==> config.mk <==
export PLATFORM = sky130hd
export DESIGN_NAME = mix_columns_seq_flat
export DESIGN_NICKNAME = d
export VERILOG_FILES = /design/src/rtl/mix_columns_seq_if.sv /design/src/rtl/mix_columns_seq.sv /design/src/flat_wrapper.sv
export SDC_FILE = /design/constraint.sdc
export NUM_CORES = 1
export LEC_CHECK = 0
export BUFFER_PORTS_ARGS = -buffer_cell sky130_fd_sc_hd__buf_4
export CAP_MARGIN = 20
export CORE_AREA = 2 2 134 136
export CTS_CLUSTER_SIZE = 14
export DETAILED_ROUTE_END_ITERATION = 6
export DIE_AREA = 0 0 136 138
export PLACE_DENSITY = 0.87
export SLEW_MARGIN = 10
export SYNTH_ARGS = -nofsm -noshare
export SYNTH_HDL_FRONTEND = slang
export SYNTH_SLANG_ARGS = --single-unit
==> constraint.sdc <==
create_clock -name clk -period 8.6 [get_ports clk]
set_input_delay 0.86 -clock clk [delete_from_list [all_inputs] [get_ports clk]]
set_output_delay 0.86 -clock clk [all_outputs]
set_load 0.02 [all_outputs]
==> src/rtl/mix_columns_seq_if.sv <==
// Handshake bundle for the iterative MixColumns engine: input state channel, output state channel, status.
interface mix_columns_seq_if;
    logic         in_valid;
    logic         in_ready;
    logic [127:0] state_in;
    logic         inv;
    logic         out_valid;
    logic         out_ready;
    logic [127:0] state_out;
    logic         busy;

    modport master (
        output in_valid, state_in, inv, out_ready,
        input  in_ready, out_valid, state_out, busy
    );

    modport slave (
        input  in_valid, state_in, inv, out_ready,
        output in_ready, out_valid, state_out, busy
    );
endinterface

==> src/rtl/mix_columns_seq.sv <==
// Iterative AES MixColumns, COLS_PER_CYCLE columns per clock; MIXCOL_INV_EN adds InvMixColumns via latched inv.
// Latency 4/COLS_PER_CYCLE cycles from accept to out_valid; one state in flight.
// Backpressure: result held in DONE until out_ready; a new state is taken in the same cycle it drains.
module mix_columns_seq #(
    parameter int COLS_PER_CYCLE = 1
) (
    input  logic              clk,
    input  logic              rst,
    mix_columns_seq_if.slave  io
);

    typedef enum logic [1:0] {IDLE, RUN, DONE} state_t;

    // Columns processed together share a group; col always sits on a group boundary.
    localparam logic [1:0] CMASK = 2'(4 - COLS_PER_CYCLE);

    state_t           state, state_nxt;
    logic [1:0]       col;
    logic [3:0][31:0] work, work_nxt;
    logic             mode;
    logic             in_rdy, out_vld, busy_q, accept, last_grp;

    function automatic logic [7:0] xt(input logic [7:0] x);
        return {x[6:0], 1'b0} ^ (x[7] ? 8'h1b : 8'h00);
    endfunction

    function automatic logic [31:0] fwd_mix(input logic [31:0] c);
        logic [7:0] a0, a1, a2, a3;
        {a0, a1, a2, a3} = c;
        return {xt(a0) ^ xt(a1) ^ a1 ^ a2 ^ a3,
                xt(a1) ^ xt(a2) ^ a2 ^ a3 ^ a0,
                xt(a2) ^ xt(a3) ^ a3 ^ a0 ^ a1,
                xt(a3) ^ xt(a0) ^ a0 ^ a1 ^ a2};
    endfunction

`ifdef MIXCOL_INV_EN
    // Coefficients 0e/0b/0d/09 decomposed into x8, x4, x2 and x terms.
    function automatic logic [7:0] gmul(input logic [7:0] a, input logic [3:0] k);
        logic [7:0] x2, x4, x8;
        x2 = xt(a);
        x4 = xt(x2);
        x8 = xt(x4);
        return (k[3] ? x8 : 8'h00) ^ (k[2] ? x4 : 8'h00) ^
               (k[1] ? x2 : 8'h00) ^ (k[0] ? a  : 8'h00);
    endfunction

    function automatic logic [31:0] inv_mix(input logic [31:0] c);
        logic [7:0] a0, a1, a2, a3;
        {a0, a1, a2, a3} = c;
        return {gmul(a0, 4'he) ^ gmul(a1, 4'hb) ^ gmul(a2, 4'hd) ^ gmul(a3, 4'h9),
                gmul(a1, 4'he) ^ gmul(a2, 4'hb) ^ gmul(a3, 4'hd) ^ gmul(a0, 4'h9),
                gmul(a2, 4'he) ^ gmul(a3, 4'hb) ^ gmul(a0, 4'hd) ^ gmul(a1, 4'h9),
                gmul(a3, 4'he) ^ gmul(a0, 4'hb) ^ gmul(a1, 4'hd) ^ gmul(a2, 4'h9)};
    endfunction
`else
    logic unused_inv;
    assign unused_inv = io.inv;
`endif

    // Column c lives in the MSB-first slot 3-c of the packed working register.
    for (genvar c = 0; c < 4; c++) begin : g_col
        localparam logic [1:0] GRP = 2'(c) & CMASK;
        logic [31:0] mixed;
`ifdef MIXCOL_INV_EN
        assign mixed = mode ? inv_mix(work[3-c]) : fwd_mix(work[3-c]);
`else
        assign mixed = fwd_mix(work[3-c]);
`endif
        assign work_nxt[3-c] = (col == GRP) ? mixed : work[3-c];
    end

    assign last_grp = (col == CMASK);

    always_ff @(posedge clk or posedge rst) begin
        if (rst) begin
            state <= IDLE;
        end else begin
            state <= state_nxt;
        end
    end

    always_comb begin
        state_nxt = state;
        in_rdy    = 1'b0;
        out_vld   = 1'b0;
        busy_q    = 1'b0;
        accept    = 1'b0;
        case (state)
            IDLE: begin
                in_rdy = ~rst;
                accept = io.in_valid & in_rdy;
                if (accept) state_nxt = RUN;
            end
            RUN: begin
                busy_q = 1'b1;
                if (last_grp) state_nxt = DONE;
            end
            DONE: begin
                busy_q  = 1'b1;
                out_vld = 1'b1;
                in_rdy  = ~rst & io.out_ready;
                accept  = io.in_valid & in_rdy;
                if (io.out_ready) state_nxt = accept ? RUN : IDLE;
            end
            default: state_nxt = IDLE;
        endcase
    end

    always_ff @(posedge clk or posedge rst) begin
        if (rst) begin
            work <= '0;
            col  <= '0;
            mode <= 1'b0;
        end else if (accept) begin
            work <= io.state_in;
            col  <= '0;
`ifdef MIXCOL_INV_EN
            mode <= io.inv;
`else
            mode <= 1'b0;
`endif
        end else if (state == RUN) begin
            work <= work_nxt;
            col  <= col + 2'(COLS_PER_CYCLE);
        end
    end

    assign io.in_ready  = in_rdy;
    assign io.out_valid = out_vld;
    assign io.busy      = busy_q;
    assign io.state_out = work;

endmodule

==> src/flat_wrapper.sv <==
// flat-port wrapper written by rule: the top's interface ports become plain ports
module mix_columns_seq_flat 
#(
    parameter int COLS_PER_CYCLE = 1
)
  (clk, rst, io_in_valid, io_state_in, io_inv, io_out_ready, io_in_ready, io_out_valid, io_state_out, io_busy);
  mix_columns_seq_if io_i ();
  input  logic clk;
  input  logic rst;
  input wire logic [$bits(io_i.in_valid)-1:0] io_in_valid;
  input wire logic [$bits(io_i.state_in)-1:0] io_state_in;
  input wire logic [$bits(io_i.inv)-1:0] io_inv;
  input wire logic [$bits(io_i.out_ready)-1:0] io_out_ready;
  output wire logic [$bits(io_i.in_ready)-1:0] io_in_ready;
  output wire logic [$bits(io_i.out_valid)-1:0] io_out_valid;
  output wire logic [$bits(io_i.state_out)-1:0] io_state_out;
  output wire logic [$bits(io_i.busy)-1:0] io_busy;
  assign io_i.in_valid = io_in_valid;
  assign io_i.state_in = io_state_in;
  assign io_i.inv = io_inv;
  assign io_i.out_ready = io_out_ready;
  assign io_in_ready = io_i.in_ready;
  assign io_out_valid = io_i.out_valid;
  assign io_state_out = io_i.state_out;
  assign io_busy = io_i.busy;
  mix_columns_seq #(.COLS_PER_CYCLE(COLS_PER_CYCLE)) u_core (.clk(clk), .rst(rst), .io(io_i));
endmodule
# After elaboration in Yosys (flattened, before gate mapping)
# Cells that the tools add are included.
[totals]
out_inout_bits = 131
ff_bits = 132
[op_classes]
eq_ne = 8
n_reduce_logical = 13
n_mux = 33
bitwise = 84
addsub = 1
[ops]
columns = ["cell", "n"]
rows = [
  ["bitwise XOR 8 bit", 78],
  ["2-to-1 mux 128 bit", 2],
  ["2-to-1 mux 32 bit", 4],
  ["2-to-1 mux 5 bit", 16],
  ["bitwise XOR 8 x 5 -> 8 bit", 2],
  ["2-to-1 mux 2 bit", 5],
  ["nonzero test 2 bit", 5],
  ["AND reduction 2 bit", 4],
  ["== test 2 bit, second input constant", 3],
  ["one-hot mux 2 bit (3 select lines)", 1],
  ["== test 2 x 1 -> 1 bit, second input constant", 2],
  ["zero test 2 bit", 2],
  ["inequality test 2 x 1 -> 1 bit, second input constant", 2],
  ["one-hot mux 1 bit (2 select lines)", 2],
  ["bitwise AND 1 bit", 3],
  ["2-to-1 mux 1 bit", 3],
  ["AND reduction 3 bit", 1],
  ["adder 2 x 1 -> 2 bit, second input constant", 1],
  ["inequality test 2 bit, second input constant", 1],
  ["OR reduction 2 bit", 1],
  ["NOT 1 bit", 1],
]

# Longest topological paths before layout
[logic_depth]
word_depth = 9
mapped_depth = 10
mapped_depth_nobuf = 6

# Worst setup path after synthesis
# OpenSTA, ideal clock, no wires.
[synth_timing]
kind = "input port to flip-flop"
startpoint = "input port rst"
endpoint = "register u_core.work (netlist bit u_core.io.state_out[42])"
setup_slack_ps = 6493
path_stages = 7
setup_time_ps = 124
t_arrival_ps = 1983
path_buffers = 3
cell_sequence = "nand2b_4 -> or2_1 -> buf_2 -> buf_6 -> buf_6 -> and3_1 -> a211o_1"
[synth_between]
elab_chain_cells = 6
[synth_lines]
columns = ["item", "line_no", "text"]
rows = [
  ["start, declared", "flat_wrapper.sv:9", "input logic rst;"],
  ["NOT 1 bit *", "mix_columns_seq.sv:90, mix_columns_seq.sv:101", ""],
  ["bitwise AND 1 bit", "mix_columns_seq.sv:101", "in_rdy = ~rst & io.out_ready;"],
  ["bitwise AND 1 bit", "mix_columns_seq.sv:102", "accept = io.in_valid & in_rdy;"],
  ["one-hot mux 1 bit (2 select lines) *", "mix_columns_seq.sv:88", "case (state)"],
  ["nonzero test 2 bit (no source line)", "-", ""],
  ["AND reduction 2 bit (no source line)", "-", ""],
  ["end signal, assigned", "mix_columns_seq.sv:115", "work <= io.state_in;"],
  ["end signal, assigned", "mix_columns_seq.sv:123", "work <= work_nxt;"],
  ["end, declared", "mix_columns_seq.sv:19", "logic [3:0][31:0] work, work_nxt;"],
]
# Every way passes the cells marked *; elsewhere a longest branch is shown, timed or not.
# A chain may end at the register's enable or synchronous reset.

# Worst setup path after layout
[layout_timing]
startpoint = "register u_core.state[0]"
endpoint = "register u_core.work (netlist bit u_core.io.state_out[19])"
[layout_between]
elab_chain_cells = 4
[layout_lines]
columns = ["item", "line_no", "text"]
rows = [
  ["start, declared", "mix_columns_seq.sv:17", "state_t state, state_nxt;"],
  ["start signal, assigned", "mix_columns_seq.sv:78", "state <= state_nxt;"],
  ["== test 2 bit / zero test 2 bit (equally long branches)", "mix_columns_seq.sv:88", ""],
  ["one-hot mux 1 bit (2 select lines)", "mix_columns_seq.sv:88", ""],
  ["nonzero test 2 bit (no source line)", "-", ""],
  ["AND reduction 2 bit (no source line)", "-", ""],
]
# Parallel ways exist; a longest one is shown, timed or not.

==> qor.yml <==
status: "finished, final reports clean"
netlist.area_leader.share_pct: 32.78
startpoint: "u_core.state[0]$_DFFE_PP0P_"
cts.hold.buffers_added: 0
rrSetupSlack_ns: 5.19
synthTopCellsByArea: "dfrtp_1 (33%), xnor2_1 (26%), xor2_1 (6.5%)"
grt_pass1_vias: 8506
critPathKind: "reg2reg"
cts_tree: "built"
syn_nets: 1142
critPathRequiredTime_ns: 8.94
fmaxAchievable_mhz: 293.0
placementRows: 49
wl_um: 28470
clk_pin_slew_ns: 0.06
seq_area_frac_synth_pct: 32.78
drt_pass1_iterations: 6
grt_max_degree: 99
synth.most_common_cell: "xnor2_1"
placed_cell_area_um2: 12070
die_w_um: 136
synth_ff_type: "dfrtp_1"
fin_tns_setup_ns: 0
drive_above_1_share_pct: 26.03
drv_slew: 0
tightest_slew_ns: 1.147
antenna_found_initial: 0
grt_pass1_wl_um: 44370
synth_edf_count: 0
r2r_cells: 7
finish.utilization_pct: 72.53
hold_class: "in2async"
grt_overflow: 0
place.gp.congestion: 0.8585
ys_ff_latch: 132
wl_per_cell_um: 19.42
fin_crit_sh_pct: 39.69
end_kind: "register"
post-route-min-period_ns: 3.413
initial_core_util_pct: 57.46
r2r_end: "u_core.io.state_out[19]$_DFFE_PP0P_"
finalSetupViolations: 0
rsz0062_at_grt: "no"
maxSlewHeadroom_pct: 23.35
finalHoldViolCount: 0
clock-sinks: 132
final_antenna_net_count: 0
crit_arrival_ns: 3.75
maxCapViolCount: 0
finalClockSkew_ns: 0.01040
io_buffers: 262
nets: 1366
worstSetupStartpointType: "register"
yosysTopAreaCell: "dfrtp_1"
synthArstFlopShare_pct: 100.0
grt_usage_pct: 29.72
via_count: 8488
synthCells: 1000
die_height_um: 138
ioPinCount: 264
r2r_start: "u_core.state[0]$_DFFE_PP0P_"
syn_avg_cell_area_um2: 10.08
clk_latency_ns: 0.43
dieArea_um2: 18770
cts_setup_buffers: 0
h-tree-depth: 4
synth_warnings: 0
via_per_inst: 5.790
path_max_fanout: 98
synthTopCellsByCount: "xnor2_1 (302), dfrtp_1 (132), nand2_1 (94)"
cts_buffers: 17
ctsResizeCount: 0
drt_iter0_markers: 692
antennaDiodeCount: 0
stdcell_area_um2: 12720
core_area_um2: 17530
clockRootBuffer: "clkbuf_16"
drc_errors: 0
synthToLayoutAreaGrowth_pct: 26.21
synth_cell_types: 34
cts_buffer_depth: 2
hpwl_um: 19290
netlist_area_um2: 10080
[cell families after synthesis]
kind of cell    count (synthesis)  share of synthesized area, %
compound gates                132                         11.04
xor+xnor                      415                         40.26
fa+ha+maj                       9                         1.118
buf+inv                        70                         3.167
flops                         132                         32.78
mux                             3                        0.3228
simple gates                  239                         11.31
[worst max path at each step]
stage	end	slack, ns	cells past startpoint
5_1_grt	u_core.io.state_out[17]$_DFFE_PP0P_	4.91	7
2_1_floorplan	u_core.col[0]$_DFFE_PP0P_	4.21	1
3_5_place_dp	u_core.io.state_out[30]$_DFFE_PP0P_	4.71	6
3_3_place_gp	u_core.io.state_out[7]$_DFFE_PP0P_	4.74	6
6_report	u_core.io.state_out[19]$_DFFE_PP0P_	5.19	7
4_1_cts	u_core.io.state_out[30]$_DFFE_PP0P_	5.01	7
[per-stage QoR]
step                      setup WS (ns)  hold WS [ns]  std cells
after detailed placement          4.713        0.5788       1431
after global placement            4.745        0.5542       1431
after CTS                         5.009        0.5568       1463
final                             5.187        0.5343       1466
after floorplan                   4.214        0.5327       1000
after global routing              4.914        0.5872       1466
[metal layers]
| layer | part of all wire, % | GRT usage [%] | up-vias |
|---|---|---|---|
| met5 | 0 | 0 | - |
| met3 | 8.1 | 5.867 | 49 |
| met4 | 1.9 | 9.485 | 0 |
| li1 | - | - | 3878 |
| met1 | 40 | 39.15 | 4173 |
| met2 | 50 | 49.17 | 388 |
[flip-flops by register name, summed over array words and instances, names as in the netlist]
signal	flops
u_core.state	2
u_core.col	2
u_core.io.state_out	128
[layout by cell type, fill, tap and decap left out, types with 2 or more instances in the layout]
cell type   count
a221o_1        55
a31oi_1        16
and2_1          3
and3_1         56
buf_4         265
buf_8           2
bufinv_16       3
clkbuf_1        4
clkbuf_16      17
clkbuf_8        2
clkinv_2        3
clkinvlp_4      3
dfrtp_1       132
ha_1            9
inv_1           6
mux2_2          2
nand2_1        94
nand3_1        57
nor2_1         23
o211ai_1       55
xnor2_1       302
xnor2_2        17
xnor3_1        20
xor2_1         75
[area by class of cell]
cell class / count / area, um^2
multi-input cells: 798 / 6461
repair buffers: 268 / 2039
clock buffers: 23 / 467.9
inverters: 7 / 31.28
well taps: 229 / 286.5
clock inverters: 9 / 127.6
fillers: 1257 / 4817
flip-flops and latches: 132 / 3303
[critical path, stage by stage (launching register included)]
cell,delay (ns)
dfrtp_1,0.43
inv_1,0.09
ha_1,0.25
a21oi_2,0.29
or2_4,0.56
buf_4,0.86
nand2_1,0.50
o211ai_1,0.31
Power is not shown: default switching activity piles up to over one toggle a cycle in this logic, so the estimate is an artifact.
